<file path="src/rtl/spi_txn_arbiter_if.sv">
// Requester-side bus of the SPI transaction arbiter:
// request level, per-requester cfg/data, grant pulse and response.
interface spi_txn_arbiter_if #(
  parameter int NUM_REQ    = 3,
  parameter int DATA_WIDTH = 32
) ();
  logic [NUM_REQ-1:0]            req;
  logic [NUM_REQ*6-1:0]          req_cfg;
  logic [NUM_REQ*DATA_WIDTH-1:0] req_data;
  logic [NUM_REQ-1:0]            grant;
  logic                          rsp_valid;
  logic [1:0]                    rsp_id;
  logic [DATA_WIDTH-1:0]         rsp_data;
  logic                          rsp_err;
  logic                          busy;

  modport master (
    output req, req_cfg, req_data,
    input  grant, rsp_valid, rsp_id,
    input  rsp_data, rsp_err, busy
  );

  modport slave (
    input  req, req_cfg, req_data,
    output grant, rsp_valid, rsp_id,
    output rsp_data, rsp_err, busy
  );
endinterface

</file>
<file path="src/rtl/spi_txn_arbiter.sv">
// Round-robin arbiter and transaction sequencer sharing one
// SPI master between requesters; all outputs registered.
module spi_txn_arbiter #(
  parameter int NUM_REQ        = 3,
  parameter int DATA_WIDTH     = 32,
  parameter int TIMEOUT_CYCLES = 4096
) (
  input  logic                  clk_cpu,
  input  logic                  rst,
  spi_txn_arbiter_if.slave      bus,
  output logic [8:0]            SPI_CTRL,
  output logic [DATA_WIDTH-1:0] SPI_DATA_OUT,
  input  logic [DATA_WIDTH-1:0] SPI_DATA_IN,
  input  logic                  done,
  output logic                  spi_abort
);

  localparam int CW = $clog2(TIMEOUT_CYCLES);
  localparam logic [CW-1:0] CNT_MAX = CW'(TIMEOUT_CYCLES - 1);

  typedef enum logic [2:0] {
    IDLE, FRAME, START, WAIT, RESP, ABORT
  } state_e;

  state_e                state_q, state_d;
  logic [5:0]            cfg_q, cfg_d;
  logic [1:0]            win_q, win_d;
  logic [1:0]            rr_q, rr_d;
  logic [CW-1:0]         cnt_q, cnt_d;
  logic                  st2_q, st2_d;
  logic                  done_d1_q;
  logic [NUM_REQ-1:0]    grant_q, grant_d;
  logic                  rv_q, rv_d;
  logic [1:0]            rid_q, rid_d;
  logic [DATA_WIDTH-1:0] rdat_q, rdat_d;
  logic                  rerr_q, rerr_d;
  logic                  busy_q, busy_d;
  logic [8:0]            ctrl_q, ctrl_d;
  logic [DATA_WIDTH-1:0] dout_q, dout_d;
  logic                  abort_q, abort_d;

  logic       found;
  logic [1:0] pick;
  logic       done_edge;
  logic [5:0] pick_cfg;

  assign done_edge = done & ~done_d1_q;
  assign pick_cfg  = bus.req_cfg[6*int'(pick) +: 6];

  // {ON, MODE, BIT_ORDER, LEN, FRAME_START, START, I_MSK}
  function automatic logic [8:0] ctrl_f(
    input logic [5:0] c,
    input logic       fs,
    input logic       st
  );
    return {1'b1, c[5:1], fs, st, c[0]};
  endfunction

  // First set request at or above rr pointer, wrapping
  always_comb begin
    found = 1'b0;
    pick  = '0;
    for (int k = 0; k < NUM_REQ; k++) begin
      if (!found && bus.req[(int'(rr_q) + k) % NUM_REQ]) begin
        found = 1'b1;
        pick  = 2'((int'(rr_q) + k) % NUM_REQ);
      end
    end
  end

  always_comb begin
    state_d = state_q;
    cfg_d   = cfg_q;
    win_d   = win_q;
    rr_d    = rr_q;
    cnt_d   = cnt_q;
    st2_d   = 1'b0;
    grant_d = '0;
    rv_d    = 1'b0;
    rid_d   = rid_q;
    rdat_d  = rdat_q;
    rerr_d  = 1'b0;
    ctrl_d  = ctrl_q;
    dout_d  = dout_q;
    abort_d = 1'b0;
    unique case (state_q)
      IDLE: begin
        ctrl_d = '0;
        if (found) begin
          state_d = FRAME;
          win_d   = pick;
          grant_d = NUM_REQ'(1) << pick;
          cfg_d   = pick_cfg;
          dout_d  = bus.req_data[DATA_WIDTH*int'(pick) +: DATA_WIDTH];
          rr_d    = (pick == 2'(NUM_REQ - 1)) ? 2'd0 : pick + 2'd1;
          ctrl_d  = ctrl_f(pick_cfg, 1'b1, 1'b0);
        end
      end
      FRAME: begin
        state_d = START;
        cnt_d   = '0;
        ctrl_d  = ctrl_f(cfg_q, 1'b0, 1'b1);
      end
      START: begin
        cnt_d = '0;
        if (st2_q) begin
          state_d = WAIT;
          ctrl_d  = ctrl_f(cfg_q, 1'b0, 1'b0);
        end else begin
          st2_d = 1'b1;
        end
      end
      WAIT: begin
        cnt_d = cnt_q + 1'b1;
        // A done edge in the expiry cycle still counts as success
        if (done_edge) begin
          state_d = RESP;
          rv_d    = 1'b1;
          rid_d   = win_q;
          rdat_d  = SPI_DATA_IN;
          ctrl_d  = '0;
        end else if (cnt_q == CNT_MAX) begin
          state_d = ABORT;
          rv_d    = 1'b1;
          rerr_d  = 1'b1;
          rid_d   = win_q;
          rdat_d  = '0;
          abort_d = 1'b1;
          ctrl_d  = '0;
        end
      end
      RESP, ABORT: begin
        state_d = IDLE;
        ctrl_d  = '0;
      end
      default: begin
        state_d = IDLE;
        ctrl_d  = '0;
      end
    endcase
    busy_d = (state_d != IDLE);
  end

  always_ff @(posedge clk_cpu) begin
    if (rst) begin
      state_q   <= IDLE;
      cfg_q     <= '0;
      win_q     <= '0;
      rr_q      <= '0;
      cnt_q     <= '0;
      st2_q     <= 1'b0;
      done_d1_q <= 1'b0;
      grant_q   <= '0;
      rv_q      <= 1'b0;
      rid_q     <= '0;
      rdat_q    <= '0;
      rerr_q    <= 1'b0;
      busy_q    <= 1'b0;
      ctrl_q    <= '0;
      dout_q    <= '0;
      abort_q   <= 1'b0;
    end else begin
      state_q   <= state_d;
      cfg_q     <= cfg_d;
      win_q     <= win_d;
      rr_q      <= rr_d;
      cnt_q     <= cnt_d;
      st2_q     <= st2_d;
      done_d1_q <= done;
      grant_q   <= grant_d;
      rv_q      <= rv_d;
      rid_q     <= rid_d;
      rdat_q    <= rdat_d;
      rerr_q    <= rerr_d;
      busy_q    <= busy_d;
      ctrl_q    <= ctrl_d;
      dout_q    <= dout_d;
      abort_q   <= abort_d;
    end
  end

  assign bus.grant     = grant_q;
  assign bus.rsp_valid = rv_q;
  assign bus.rsp_id    = rid_q;
  assign bus.rsp_data  = rdat_q;
  assign bus.rsp_err   = rerr_q;
  assign bus.busy      = busy_q;
  assign SPI_CTRL      = ctrl_q;
  assign SPI_DATA_OUT  = dout_q;
  assign spi_abort     = abort_q;

endmodule
</file>
<file path="src/flat_wrapper.sv">
// flat-port wrapper written by rule: the top's interface ports become plain ports
module spi_txn_arbiter_flat 
#(
  parameter int NUM_REQ        = 3,
  parameter int DATA_WIDTH     = 32,
  parameter int TIMEOUT_CYCLES = 4096
)
  (clk_cpu, rst, SPI_CTRL, SPI_DATA_OUT, SPI_DATA_IN, done, spi_abort, bus_req, bus_req_cfg, bus_req_data, bus_grant, bus_rsp_valid, bus_rsp_id, bus_rsp_data, bus_rsp_err, bus_busy);
  spi_txn_arbiter_if #(.NUM_REQ(NUM_REQ), .DATA_WIDTH(DATA_WIDTH)) bus_i ();
  input  logic clk_cpu;
  input  logic rst;
  output logic [8:0] SPI_CTRL;
  output logic [DATA_WIDTH-1:0] SPI_DATA_OUT;
  input  logic [DATA_WIDTH-1:0] SPI_DATA_IN;
  input  logic done;
  output logic spi_abort;
  input wire logic [$bits(bus_i.req)-1:0] bus_req;
  input wire logic [$bits(bus_i.req_cfg)-1:0] bus_req_cfg;
  input wire logic [$bits(bus_i.req_data)-1:0] bus_req_data;
  output wire logic [$bits(bus_i.grant)-1:0] bus_grant;
  output wire logic [$bits(bus_i.rsp_valid)-1:0] bus_rsp_valid;
  output wire logic [$bits(bus_i.rsp_id)-1:0] bus_rsp_id;
  output wire logic [$bits(bus_i.rsp_data)-1:0] bus_rsp_data;
  output wire logic [$bits(bus_i.rsp_err)-1:0] bus_rsp_err;
  output wire logic [$bits(bus_i.busy)-1:0] bus_busy;
  assign bus_i.req = bus_req;
  assign bus_i.req_cfg = bus_req_cfg;
  assign bus_i.req_data = bus_req_data;
  assign bus_grant = bus_i.grant;
  assign bus_rsp_valid = bus_i.rsp_valid;
  assign bus_rsp_id = bus_i.rsp_id;
  assign bus_rsp_data = bus_i.rsp_data;
  assign bus_rsp_err = bus_i.rsp_err;
  assign bus_busy = bus_i.busy;
  spi_txn_arbiter #(.NUM_REQ(NUM_REQ), .DATA_WIDTH(DATA_WIDTH), .TIMEOUT_CYCLES(TIMEOUT_CYCLES)) u_core (.clk_cpu(clk_cpu), .rst(rst), .bus(bus_i), .SPI_CTRL(SPI_CTRL), .SPI_DATA_OUT(SPI_DATA_OUT), .SPI_DATA_IN(SPI_DATA_IN), .done(done), .spi_abort(spi_abort));
endmodule
</file>
<file path="config.mk">
export PLATFORM = sky130hd
export DESIGN_NAME = spi_txn_arbiter_flat
export DESIGN_NICKNAME = d
export VERILOG_FILES = /design/src/rtl/spi_txn_arbiter_if.sv /design/src/rtl/spi_txn_arbiter.sv /design/src/flat_wrapper.sv
export SDC_FILE = /design/constraint.sdc
export NUM_CORES = 1
export LEC_CHECK = 0
export ABC_CLOCK_PERIOD_IN_PS = 2700
export CAP_MARGIN = 25
export CELL_PAD_IN_SITES_DETAIL_PLACEMENT = 1
export CELL_PAD_IN_SITES_GLOBAL_PLACEMENT = 1
export CORE_MARGIN = 8
export CORE_UTILIZATION = 30
export CTS_BUF_LIST = sky130_fd_sc_hd__clkbuf_2
export CTS_CLUSTER_SIZE = 28
export DETAILED_ROUTE_END_ITERATION = 10
export GPL_ROUTABILITY_DRIVEN = 0
export GPL_TIMING_DRIVEN = 0
export HOLD_SLACK_MARGIN = 0.03
export MAX_ROUTING_LAYER = met4
export PLACE_DENSITY = 0.91
export SETUP_SLACK_MARGIN = 0.5
export SLEW_MARGIN = 20
export SYNTH_ARGS = -nofsm -noshare
export SYNTH_HDL_FRONTEND = slang
export SYNTH_SLANG_ARGS = --single-unit
</file>
<file path="constraint.sdc">
create_clock -name clk_cpu -period 2.7 [get_ports clk_cpu]
set_input_delay 0.54 -clock clk_cpu [delete_from_list [all_inputs] [get_ports clk_cpu]]
set_output_delay 0.54 -clock clk_cpu [all_outputs]
set_load 0.02 [all_outputs]
</file>
* Yosys cells after proc, flatten, opt, wreduce, memory -nomap -nowiden
Cells that the tools add are included.
** Storage, ports and cells
- Register bits after elaboration :: 108
- Output and inout bits :: 82
** Cells by class
- $add $sub $neg :: 4
- Multiply operators :: 1
- Div/mod/pow operators :: 3
- Magnitude comparators :: 3
- Eq/ne operators :: 7
- Shift-type cells :: 3
- Mux-type cells :: 34
- Bitwise logic cells :: 6
- Reduce and logical (&&, ||, !) cells :: 16
** Operator list (number)
- 32-bit by 4-bit < comparator with 1-bit output, second input constant :: 3
- 96-bit by 8-bit variable part select with 32-bit output :: 1
- 32-bit by 3-bit remainder unit with 32-bit output, second input constant :: 2
- 32-bit two-way mux :: 2
- 9-bit two-way mux :: 4
- 9-bit one-hot mux with 4 select lines :: 1
- 3-bit by 3-bit remainder unit with 32-bit output, second input constant :: 1
- 18-bit by 32-bit variable part select with 6-bit output :: 1
- 12-bit one-hot mux with 2 select lines :: 1
- 12-bit by 1-bit adder with 12-bit output, second input constant :: 1
- 12-bit == test, second input constant :: 1
- 1-bit two-way mux :: 12
- 2-bit two-way mux :: 6
- 3-bit two-way mux :: 4
- 3-bit one-hot mux with 4 select lines :: 1
- 1-bit binary-select mux with 2-bit select :: 3
- 3-bit by 2-bit == test with 1-bit output, second input constant :: 2
- 2-bit AND reduction :: 3
- 2-bit OR reduction :: 3
- 3-bit OR reduction :: 2
- 1-bit inverter :: 5
- 2-bit by 2-bit multiplier with 4-bit output, first input constant :: 1
- 2-bit nonzero test :: 2
- 2-bit by 1-bit adder with 3-bit output, second input constant :: 1
- 12 further kinds :: 14

* Depth between registers and ports, before layout
- Depth after elaboration :: 15
- Mapped depth :: 12
- Depth with buffers taken out :: 8

* Least setup slack after synthesis
No wires, ideal clock.
- Path kind :: reg2reg
- Start :: register u_core.rr_q[0]
- End :: register u_core.dout_q[7], in the netlist u_core.SPI_DATA_OUT[7]
- Setup time :: 0.122 ns
- Arrival :: 2.147 ns
- Data required time :: 2.578 ns
- Setup slack :: 0.431 ns
- Stages on the path, launching flop included :: 13
- Clock period less this slack :: 2.269 ns
- Cell sequence :: dfxtp_1 inv_1 ha_1 buf_2 a21oi_1 a32oi_1 o31a_1 buf_4 and2_4 buf_6 buf_6 a32oi_1 o21ai_1
** On the way
- Longest elaborated chain between the ends :: 12
** RTL lines
- start: declaration :: RTL line spi_txn_arbiter.sv:28 : logic [1:0] rr_q, rr_d;
- start signal: assignment :: RTL line spi_txn_arbiter.sv:166 : rr_q <= rr_d;
- parallel branches: the longest is 12 deep, another holds 32-bit by 3-bit remainder unit with 32-bit output
- end signal: assignment :: RTL line spi_txn_arbiter.sv:177 : dout_q <= dout_d;
- end: declaration :: RTL line spi_txn_arbiter.sv:39 : logic [DATA_WIDTH-1:0] dout_q, dout_d;
Several ways; the timed one is not identified. The select of a mux whose other input is x is not followed.
A chain may end at the register's enable or synchronous reset.

* Worst setup path after layout
- Start :: register u_core.rr_q[1]
- End :: register u_core.dout_q[22], in the netlist u_core.SPI_DATA_OUT[22]
Same word-level chain as after synthesis.

==> metrics.md <==
| Metric | Value |
|---|---|
| Outcome | finished clean |
| Final period util | 92.2% |
| Area Overhead vs Synth | 74.7% |
| Post-synthesis sequential area ratio | between 40% and 50% |
| Die W | 142 um |
| Final Net Count | ~950 |
| FFs w/ async S/R, synth | 0% |
| Cell taking the most area after synthesis | dfxtp_1 |
| Post-Synth XOR/XNOR Area | less than 1% |
| Synth warn | 0 |
| Avg Synthesized Cell Area | 9.35 sq um |
| Fmax | 0.402 GHz |
| Die height | roughly 140 um |
| Row cnt | between 40 and 50 |
| Final TNS setup | 0 ps |
| # port buffers | roughly 230 |
| Vias in the first global route | 5,659 |
| Endpoints failing setup | 0 |
| CP arrival | roughly 3100 ps |
| Syn Nets | 663 |
| Mux contribution to synthesized area | a little under 10% |
| Max_cap viols | 0 |
| DR vias | 5,237 |
| Clk_skew | between 50 and 60 ps |
| Pin count of the biggest net entering global routing | 19 |
| DRT Pass-1 Iters | 4 |
| Largest cells by area after synthesis | dfxtp_1 (46%), mux2i_1 (7.6%), a32oi_1 (6.1%), a22oi_1 (6.0%), nor2_1 (4.8%) |
| Worst Path Required | 3280 ps |
| Final Hold Slack | 435 ps |
| Clk Latency, worst-skew pair | approximately 650 ps |
| Avg WL per Cell | 21.7 um |
| Final hold vios | 0 |
| Post-Route WL | 22,000 um |
| CTS root buf | clkbuf_2 |
| Post-CTS Hold Fix Bufs | 0 |
| Commonest cells post-synth | dfxtp_1 (108), nor2_1 (60), a22oi_1 (38) |
| Layout cell share with drive strength beyond 1 | around 19% |
| Synth Area in Compound Gates | 22.1% |
| Global-route wire length before repair | 30,700 um |
| Slew HR | a little over a third |
| Die area | between 20,000 and 25,000 sq um |
| Top cell type's share of synthesized area | around 46% |
| Starting Density | between 30% and 40% |
| Clock buffer depth | 2 |
| CP peak stage delay | roughly 450 ps |
| Critical Path Source Type | flop |
| Setup Crit Path Kind | flop to flop |
| Most used cell along the critical path | buf_4 |
| Total GRT Usage | approximately a fifth |
| Core ar. | approximately 16,000 sq um |
| Filler cells | 1,742 |
| Clk sinks | roughly 110 |
| Worst min path class | primary input to flop |
| I/O Pins | between 200 and 250 |
| Clock transition at path regs | approximately 330 ps |
| DRT iter0 DRCs | 149 |
| Peak supply drop | about 0.73 mV |
| Post-layout min period | 2490 ps |
| Antenna violations before repair | 3 |
| Main flop type after synthesis | dfxtp_1 |
| CTS buffer count | 9 |
| Post-synthesis adder-cell area fraction | about 1.3% |
| DR DRC count | 0 |
| Main combinational cell family by area after synthesis | compound AO/OA/AOI/OAI gates |
| Most frequent cell after synthesis | dfxtp_1 |
| CTS H-tree depth | 3 |
| Critical Path, Cell by Cell | inv_4 > ha_4 > buf_6 > buf_4 > nor2b_1 > o21bai_1 > a21oi_1 > o31ai_2 > buf_4 > clkbuf_2 > a32oi_1 > o21ai_1 |
| Post-route ant nets | 0 |
| Kind of end point of the critical path | flop |
| Cells after Synth | approximately 510 |
| EDFF count, synth | 0 |
| Cell Area, Synth | roughly 4700 sq um |
| Distinct cells, synth | 45 |
| Post-layout util | between 50% and 60% |
| RSZ-0062 raised after global routing | yes |
| Max Slew Vio Count | 0 |
| Synth Register Bits | about 110 |
| HPWL after detailed placement | ~15,000 um |
| Slowest cell on crit path | dfxtp_4 |
| GR Overflow Total | 0 |
| Synth Area in Simple Gates | 15.1% |
| CP Max Fanout | 10 |
| Vias/cell | ~5.2 |
| Power Density | roughly 940 nW/um^2 |
| CTS tree | built |
| Pleak | about 3.5 nW |
| Least-Margin Pin Slew | just under 1000 ps |
## per-stage QoR
stage	setup slack, ps	cells	instance area, sq um	total power (W)
after CTS	339	990	7720	0.00685
after floorplan	507	506	4740	0.00425
after detailed placement	-270	954	7330	0.00561
after global routing	148	1015	8270	0.00816
final	210	1015	8270	0.00777
after global placement	-193	954	7330	0.00548
## power by group
part / switching, W / internal [W] / total [W]
logic: 0.00256 / 0.00236 / 0.00491
clock network: 0.000603 / 0.000133 / 0.000736
registers: 0.000197 / 0.00192 / 0.00212
## sequential cells by signal, summed over array words and instances (netlist names)
| register | count |
|---|---|
| u_core.SPI_DATA_OUT | 32 |
| u_core.bus.rsp_data | 32 |
| u_core.cnt_q | 12 |
| u_core.SPI_CTRL | 9 |
| u_core.cfg_q | 6 |
| u_core.bus.grant | 3 |
| u_core.state_q | 3 |
| u_core.bus.rsp_id | 2 |
| u_core.rr_q | 2 |
| u_core.win_q | 2 |
| u_core.bus.busy | 1 |
| u_core.bus.rsp_valid | 1 |
| u_core.done_d1_q | 1 |
| u_core.spi_abort | 1 |
| u_core.st2_q | 1 |
## logic make-up after synthesis
family	after synthesis
AOI/OAI and AO/OA	149
xor gates and xnor gates	2
adders and majority gates	5
buffers and inverters	46
DFF	108
muxes	44
and+or+nand+nor	152
## per-layer routing
layer  vias to the layer above  share of wire, %  GRT usage (%)
met3                        36               7.1           7.12
met5                         -                 0              -
met1                      2537                39           20.4
li1                       2459                 -              -
met4                         0               2.4           7.91
met2                       205                52           35.3
## area by class of cell
class	count	area, sq um	share of cell area (%)
Antenna cell	3	7.51	0.0908
Buffer	41	374	4.52
Clock buffer	10	50.0	0.605
Clock inverter	6	45.0	0.545
Inverter	5	21.3	0.257
Multi-Input combinational cell	352	2680	32.4
Sequential cell	108	2170	26.2
Tap cell	216	270	3.27
Timing Repair Buffer	274	2650	32.1
## worst paths after layout
kind	from	to	slack (ps)	cells past startpoint
setup / recovery	u_core.rr_q[1]$_SDFFE_PP0P_	u_core.SPI_DATA_OUT[22]$_SDFFE_PP0P_	210	12
hold / removal	bus_req_cfg[13]	u_core.cfg_q[1]$_SDFFE_PP0P_	440	3
hold reg to reg	u_core.cfg_q[5]$_SDFFE_PP0P_	u_core.cfg_q[5]$_SDFFE_PP0P_	480	2
setup reg to reg	u_core.rr_q[1]$_SDFFE_PP0P_	u_core.SPI_DATA_OUT[22]$_SDFFE_PP0P_	210	12
## placed cells by master, fill, tap and decap left out, drive strengths merged, types with 8 or more instances in the layout
master,count
a21oi,18
a22oi,38
a32oi,33
buf,63
clkbuf,30
clkdlybuf4s50,150
dfxtp,108
dlygate4sd2,82
inv,8
mux2i,37
nand2,19
nand3,35
nor2,60
o21ai,36
## repair_timing
action | 4_1_cts | 5_1_grt
cloned | 3 | 4
setup buffers | 17 | 18
pin swaps | 31 | 15
setup endpoints to repair | 163 | 83
gates resized for setup | 141 | 63
## critical path, delay by kind of cell, from the launching register on
family          cells  cell delay, ps
compound gates      5             940
fa+ha+maj           1             150
buf+inv             5             760
flops               1             450
simple gates        1             120
No activity file was read; power rests on OpenSTA's default activity.
==> RTL edit 1: new RTL, same settings <==
`NUM_REQ` is set to 3 in 3 places; all go to 2.
--- a/src/rtl/spi_txn_arbiter_if.sv
+++ b/src/rtl/spi_txn_arbiter_if.sv
@@ -2,5 +2,5 @@
 // request level, per-requester cfg/data, grant pulse and response.
 interface spi_txn_arbiter_if #(
-  parameter int NUM_REQ    = 3,
+  parameter int NUM_REQ    = 2,
   parameter int DATA_WIDTH = 32
 ) ();
--- a/src/rtl/spi_txn_arbiter.sv
+++ b/src/rtl/spi_txn_arbiter.sv
@@ -2,5 +2,5 @@
 // SPI master between requesters; all outputs registered.
 module spi_txn_arbiter #(
-  parameter int NUM_REQ        = 3,
+  parameter int NUM_REQ        = 2,
   parameter int DATA_WIDTH     = 32,
   parameter int TIMEOUT_CYCLES = 4096
--- a/src/flat_wrapper.sv
+++ b/src/flat_wrapper.sv
@@ -2,5 +2,5 @@
 module spi_txn_arbiter_flat 
 #(
-  parameter int NUM_REQ        = 3,
+  parameter int NUM_REQ        = 2,
   parameter int DATA_WIDTH     = 32,
   parameter int TIMEOUT_CYCLES = 4096
Ports: changed (resized bus_grant, bus_req, bus_req_cfg and bus_req_data); port bits go from 234 to 194. No check against the original RTL was run, so the function may have changed too.
==> RTL edit 1 against the original RTL <==
Final area shrank 26%; sequential cell count decreased by 4; area after synthesis down 17%; setup slack gained 400 ps; wire length down 31%; highest routed layer unchanged.
Power is not compared: it rests on default switching activity, and its combinational part moved more than twofold at a synthesized area within 25%.
==> RTL edit 1: results (changes against the original RTL) <==
Filler Cells Inserted -> 1,521 (-13%)
Hold WC Path Type -> flip-flop to flip-flop
Hold slack -> 475 ps (+39.1 ps)
First-pass DRT Iterations -> 5 (+1)
Synth cell count leaders -> dfxtp_1 (104), nor2_1 (51), a222oi_1 (32), a22o_1 (32), clkbuf_1 (20)
CP max FO -> 1 (-9)
R2r setup slk -> 660 ps (+450 ps)
Hold Path Depth -> 2 (-1)
Vias in the first global route -> 4,521 (-20%)
Placement Cell Area -> 6080 um^2 (-17%)
Clock latency on the worst-skew pair -> 610 ps (-40 ps)
Initial drt markers -> 315 (+110%)
Drt via density -> 5.20 (+0.83%)
Hold path startpoint -> u_core.cfg_q[0]$_SDFFE_PP0P_
Final WL -> 15.2 mm (-31%)
Crit-path slowest cell -> clkdlybuf4s50_1
Worst-path clk slew -> 240 ps (-90 ps)
Crit path max-delay family -> buffers and inverters
Crit path from -> u_core.bus.grant[0]$_SDFF_PP0_
Synth cell types -> 49 (+8.9%)
Area contributors post-synth -> dfxtp_1 (53%), a222oi_1 (8.1%), a22o_1 (7.1%)
CP arrival -> 1550 ps (-1520 ps)
Ratio of cells with drive above 1 in the final layout -> 6.67% (-13 points)
Syn_nets -> 507 (-24%)
Placement Setup Slack -> 213 ps (+482 ps)
Tcrit/Tclk final -> 77.4% (-15 points)
R2R depth -> 6 (-6)
Post CTS Setup Buffer Count -> 0 (-17)
Antenna violations before repair -> 0 (-3)
CTS-repair resized insts -> 79 (-44%)
WHS Endpoint -> u_core.cfg_q[0]$_SDFFE_PP0P_
Vias -> 4,037 (-23%)
Worst flop-to-flop path endpoint -> u_core.SPI_DATA_OUT[21]$_SDFFE_PP0P_
Worst Tran Pin Value -> 640 ps (-334 ps)
Post-layout nets -> 710 (-25%)
Average size of a mapped cell -> 10.0 um^2 (+7.2%)
Seq/Total Area, Yosys -> 52.8% (+7.2 points)
Port Buffers -> 192 (-17%)
Largest net degree at the start of global routing -> 17 (-2)
Crit path to -> bus_grant[0]
DPL Wire Length -> 12.1 mm (-22%)
Diode count -> 0 (-3)
Placed cells -> 761 (-20%)
CP max stage delay -> 600 ps (+150 ps)
Final worst clock skew -> 32.6 ps (-20.1 ps)
First-pass GRT wire length -> 23.6 mm (-23%)
Slew Limit Fails -> 0 (unchanged)
Outcome -> finished clean
## RTL edit 1: cell types whose count changed after synthesis, sizes merged, moves of 8 or more
cell    before  now
a32oi       33    2
a22oi       38    1
a22o         0   32
nor2        60   51
a222oi       0   32
mux2i       37    1
buf         24   15
o21ai       36    6
nand3       35    8
a311oi       0    8
## RTL edit 1: cells by family after synthesis
logic type / share of synthesized area (%)
and+or+nand+nor: 15.7
AOI/OAI and AO/OA: 24.7
DFF: 52.8
buffers and inverters: 5.11
muxes: 0.826
xor gates and xnor gates: 0.445
adders and majority gates: 0.318
other: 0.0952
## RTL edit 1: area by class of cell
type                            count  area [um^2]  share of cell area, %
Buffer                             35          186                   3.04
Inverter                            4         15.0                  0.245
Clock inverter                      6         85.1                   1.39
Sequential cell                   104         2080                   33.9
Clock buffer                        9         45.0                  0.734
Multi-Input combinational cell    250         1670                   27.3
Tap cell                          176          220                   3.59
Timing Repair Buffer              192         1830                   29.8
## RTL edit 1: worst register-to-register path: stages, from the launching register on
cell	delay [ps]
dfxtp_1	380
buf_6	140
or3_4	400
a211oi_2	450
buf_2	340
a222oi_1	140
nor2_1	140
## RTL edit 1: layer usage
metal	vias to the layer above	share of wire, %	track usage [%]
li1	1896	-	-
met1	1979	38	18.1
met4	0	2.0	5.94
met5	-	0	-
met2	140	52	32.7
met3	22	7.7	7.31
## RTL edit 1: through the flow
stage	total power [mW]	util (%)
final	3.95	47.1
after global routing	4.18	47.1
after CTS	4.00	47.0
after detailed placement	3.27	46.7
after global placement	3.20	46.7
after floorplan	2.58	-
## RTL edit 1: power by group
group	switching [mW]	internal [mW]	total (mW)	leakage [nW]
clock	0.516	0.298	0.813	0.0754
sequential	0.0920	1.71	1.81	0.849
combinational	0.758	0.575	1.33	1.67
==> RTL edit 2: new RTL, config.mk and constraints unchanged <==
Without the edit above. Re-encode `state_e` (6 states) as Gray code, 3 bits wide.
--- a/src/rtl/spi_txn_arbiter.sv
+++ b/src/rtl/spi_txn_arbiter.sv
@@ -20,5 +20,5 @@
 
   typedef enum logic [2:0] {
-    IDLE, FRAME, START, WAIT, RESP, ABORT
+    IDLE = 3'b000, FRAME = 3'b001, START = 3'b011, WAIT = 3'b010, RESP = 3'b110, ABORT = 3'b111
   } state_e;
 
Function: no difference found for any inputs over 4 cycles, from zero or initial values and one cycle with rst high; so few cycles prove little.
==> RTL edit 2 against the original RTL <==
Final area increased by 6.9%; wire length increased by 12%; sequential cell count unchanged; clock skew decreased by 8.9 ps; synthesized cell count increased by 6.7%; largest cell class unchanged; power increased by 14%; setup slack improved by 41 ps; largest power group unchanged; area after synthesis increased by 2.4%.
==> RTL edit 2: results (changes against the original RTL) <==
Outcome -> finished clean
Root buf cell -> clkbuf_2
Placed cells -> 988 (+3.6%)
Post-layout nets -> 973 (+2.6%)
Average size of a mapped cell -> 8.98 um^2 (-4.0%)
Final worst clock skew -> 43.8 ps (-8.93 ps)
Synth cell types -> 51 (+13%)
Leak pwr -> 3.62 nW (+4.0%)
Port Buffers -> 232 (unchanged)
DPL Wire Length -> 15.3 mm (-0.64%)
Crit path from -> u_core.rr_q[1]$_SDFFE_PP0P_
First-pass GRT wire length -> 34.8 mm (+14%)
Worst Tran Pin Value -> 925 ps (-49.2 ps)
CP arrival -> 3010 ps (-60 ps)
Worst vdd ir -> 0.426 mV (-42%)
Seq/Total Area, Yosys -> 44.6% (-1.1 points)
Antenna violations before repair -> 1 (-2)
Ratio of cells with drive above 1 in the final layout -> 24.0% (+4.6 points)
Synth cell count leaders -> dfxtp_1 (108), nor2_1 (61), o21ai_0 (40), a211oi_1 (35), a22oi_1 (33)
Vias -> 5,565 (+6.3%)
Area contributors post-synth -> dfxtp_1 (45%), o2bb2ai_1 (5.8%), a211oi_1 (5.4%)
Worst-path clk slew -> 300 ps (-30 ps)
Initial drt markers -> 265 (+78%)
Global Route Usage Sum -> 22.7% (+2.5 points)
Hold WC Path Type -> input port to flip-flop
Clock latency on the worst-skew pair -> 630 ps (-20 ps)
Routed wire per std cell -> 23.8 um (+9.5%)
CP max FO -> 6 (-4)
First-pass DRT Iterations -> 6 (+2)
Syn_nets -> 697 (+5.1%)
Clk buf depth -> 2 (unchanged)
R2r setup slk -> 250 ps (+40 ps)
Final WL -> 24.7 mm (+12%)
Fraction of registers with async set/reset -> 0% (unchanged)
Hold path startpoint -> rst
Most frequent cell after synthesis -> dfxtp_1
YS warnings -> 0 (unchanged)
H-tree Lvls -> 3 (unchanged)
Vias in the first global route -> 6,114 (+8.0%)
Num CTS Buffers -> 9 (unchanged)
Largest net degree at the start of global routing -> 19 (unchanged)
## RTL edit 2: cell count changes in the layout (fill, tap and decap cells not counted), moves of 12 or more
cell / change
nor2b_1: +28
mux2i_1: -27
o2bb2ai_1: +20
o21ai_2: +28
a32oi_1: -19
o21ai_1: -27
a32oi_2: -14
nand3_1: -24
o2bb2ai_2: +12
a211oi_2: +21
buf_4: -19
## RTL edit 2: final timing paths
check / to / cells after the start
worst max register to register: u_core.SPI_DATA_OUT[19]$_SDFFE_PP0P_ / 11
worst min register to register: u_core.SPI_DATA_OUT[25]$_SDFFE_PP0P_ / 1
worst min-delay path: u_core.state_q[1]$_SDFF_PP0_ / 2
worst max-delay path: u_core.SPI_DATA_OUT[19]$_SDFFE_PP0P_ / 11
## RTL edit 2: worst max-delay path, cell delays in order, from the launching register on
cell       delay (ps)
dfxtp_4           430
inv_2              70
ha_2              160
buf_6             130
mux2i_1           290
o21ai_1           170
a211o_1           370
nor3b_4           190
nor2_4            180
buf_6             150
clkbuf_16         140
o2bb2ai_1         110
## RTL edit 2: cell families (layout without fill, tap and decap cells)
kind of cell | Yosys count | in the layout | synth area share (%)
compound gates | 195 | 195 | 29.2
fa+ha+maj | 5 | 5 | 1.29
buf+inv | 48 | 329 | 4.77
flops | 108 | 108 | 44.6
mux | 3 | 3 | 0.619
other cells | 0 | 1 | 0
simple gates | 181 | 181 | 19.5
## RTL edit 2: repair_timing
| action | in CTS | in global routing |
|---|---|---|
| setup endpoints to repair | 159 | 83 |
| hold buffers | 0 | 0 |
| gates resized for setup | 257 | 79 |
| pin swaps | 20 | 16 |
| gates cloned | 8 | 2 |
| setup buffers | 20 | 3 |
## RTL edit 2: cell type report
| class | count | area [um^2] |
|---|---|---|
| fillers | 1760 | 6990 |
| multi-input cells | 384 | 3090 |
| repair buffers | 265 | 2670 |
| flip-flops and latches | 108 | 2170 |
| plain buffers | 45 | 507 |
| well taps | 216 | 270 |
| clock inverters | 6 | 68.8 |
| clock buffers | 10 | 50.0 |
| inverters | 3 | 11.3 |
| diodes | 1 | 2.50 |
## RTL edit 2: per-stage QoR
step	instance area [um^2]	hold slack [ps]	setup slack (ps)
after floorplan	4860	427	508
after global placement	7450	434	-356
after detailed placement	7450	445	-373
after CTS	8420	276	392
after global routing	8830	389	197
final	8830	412	251
## RTL edit 2: per-layer routing
metal	track usage (%)	up-vias	share of wire [%]
met5	-	-	0
met4	9.68	0	3.9
met3	4.17	54	4.5
met2	39.5	190	52
met1	24.8	2789	40
li1	-	2532	-
## RTL edit 2: power by group
part | internal (mW) | switching, mW
sequential | 2.06 | 0.303
clock | 0.227 | 0.590
combinational | 2.66 | 3.04
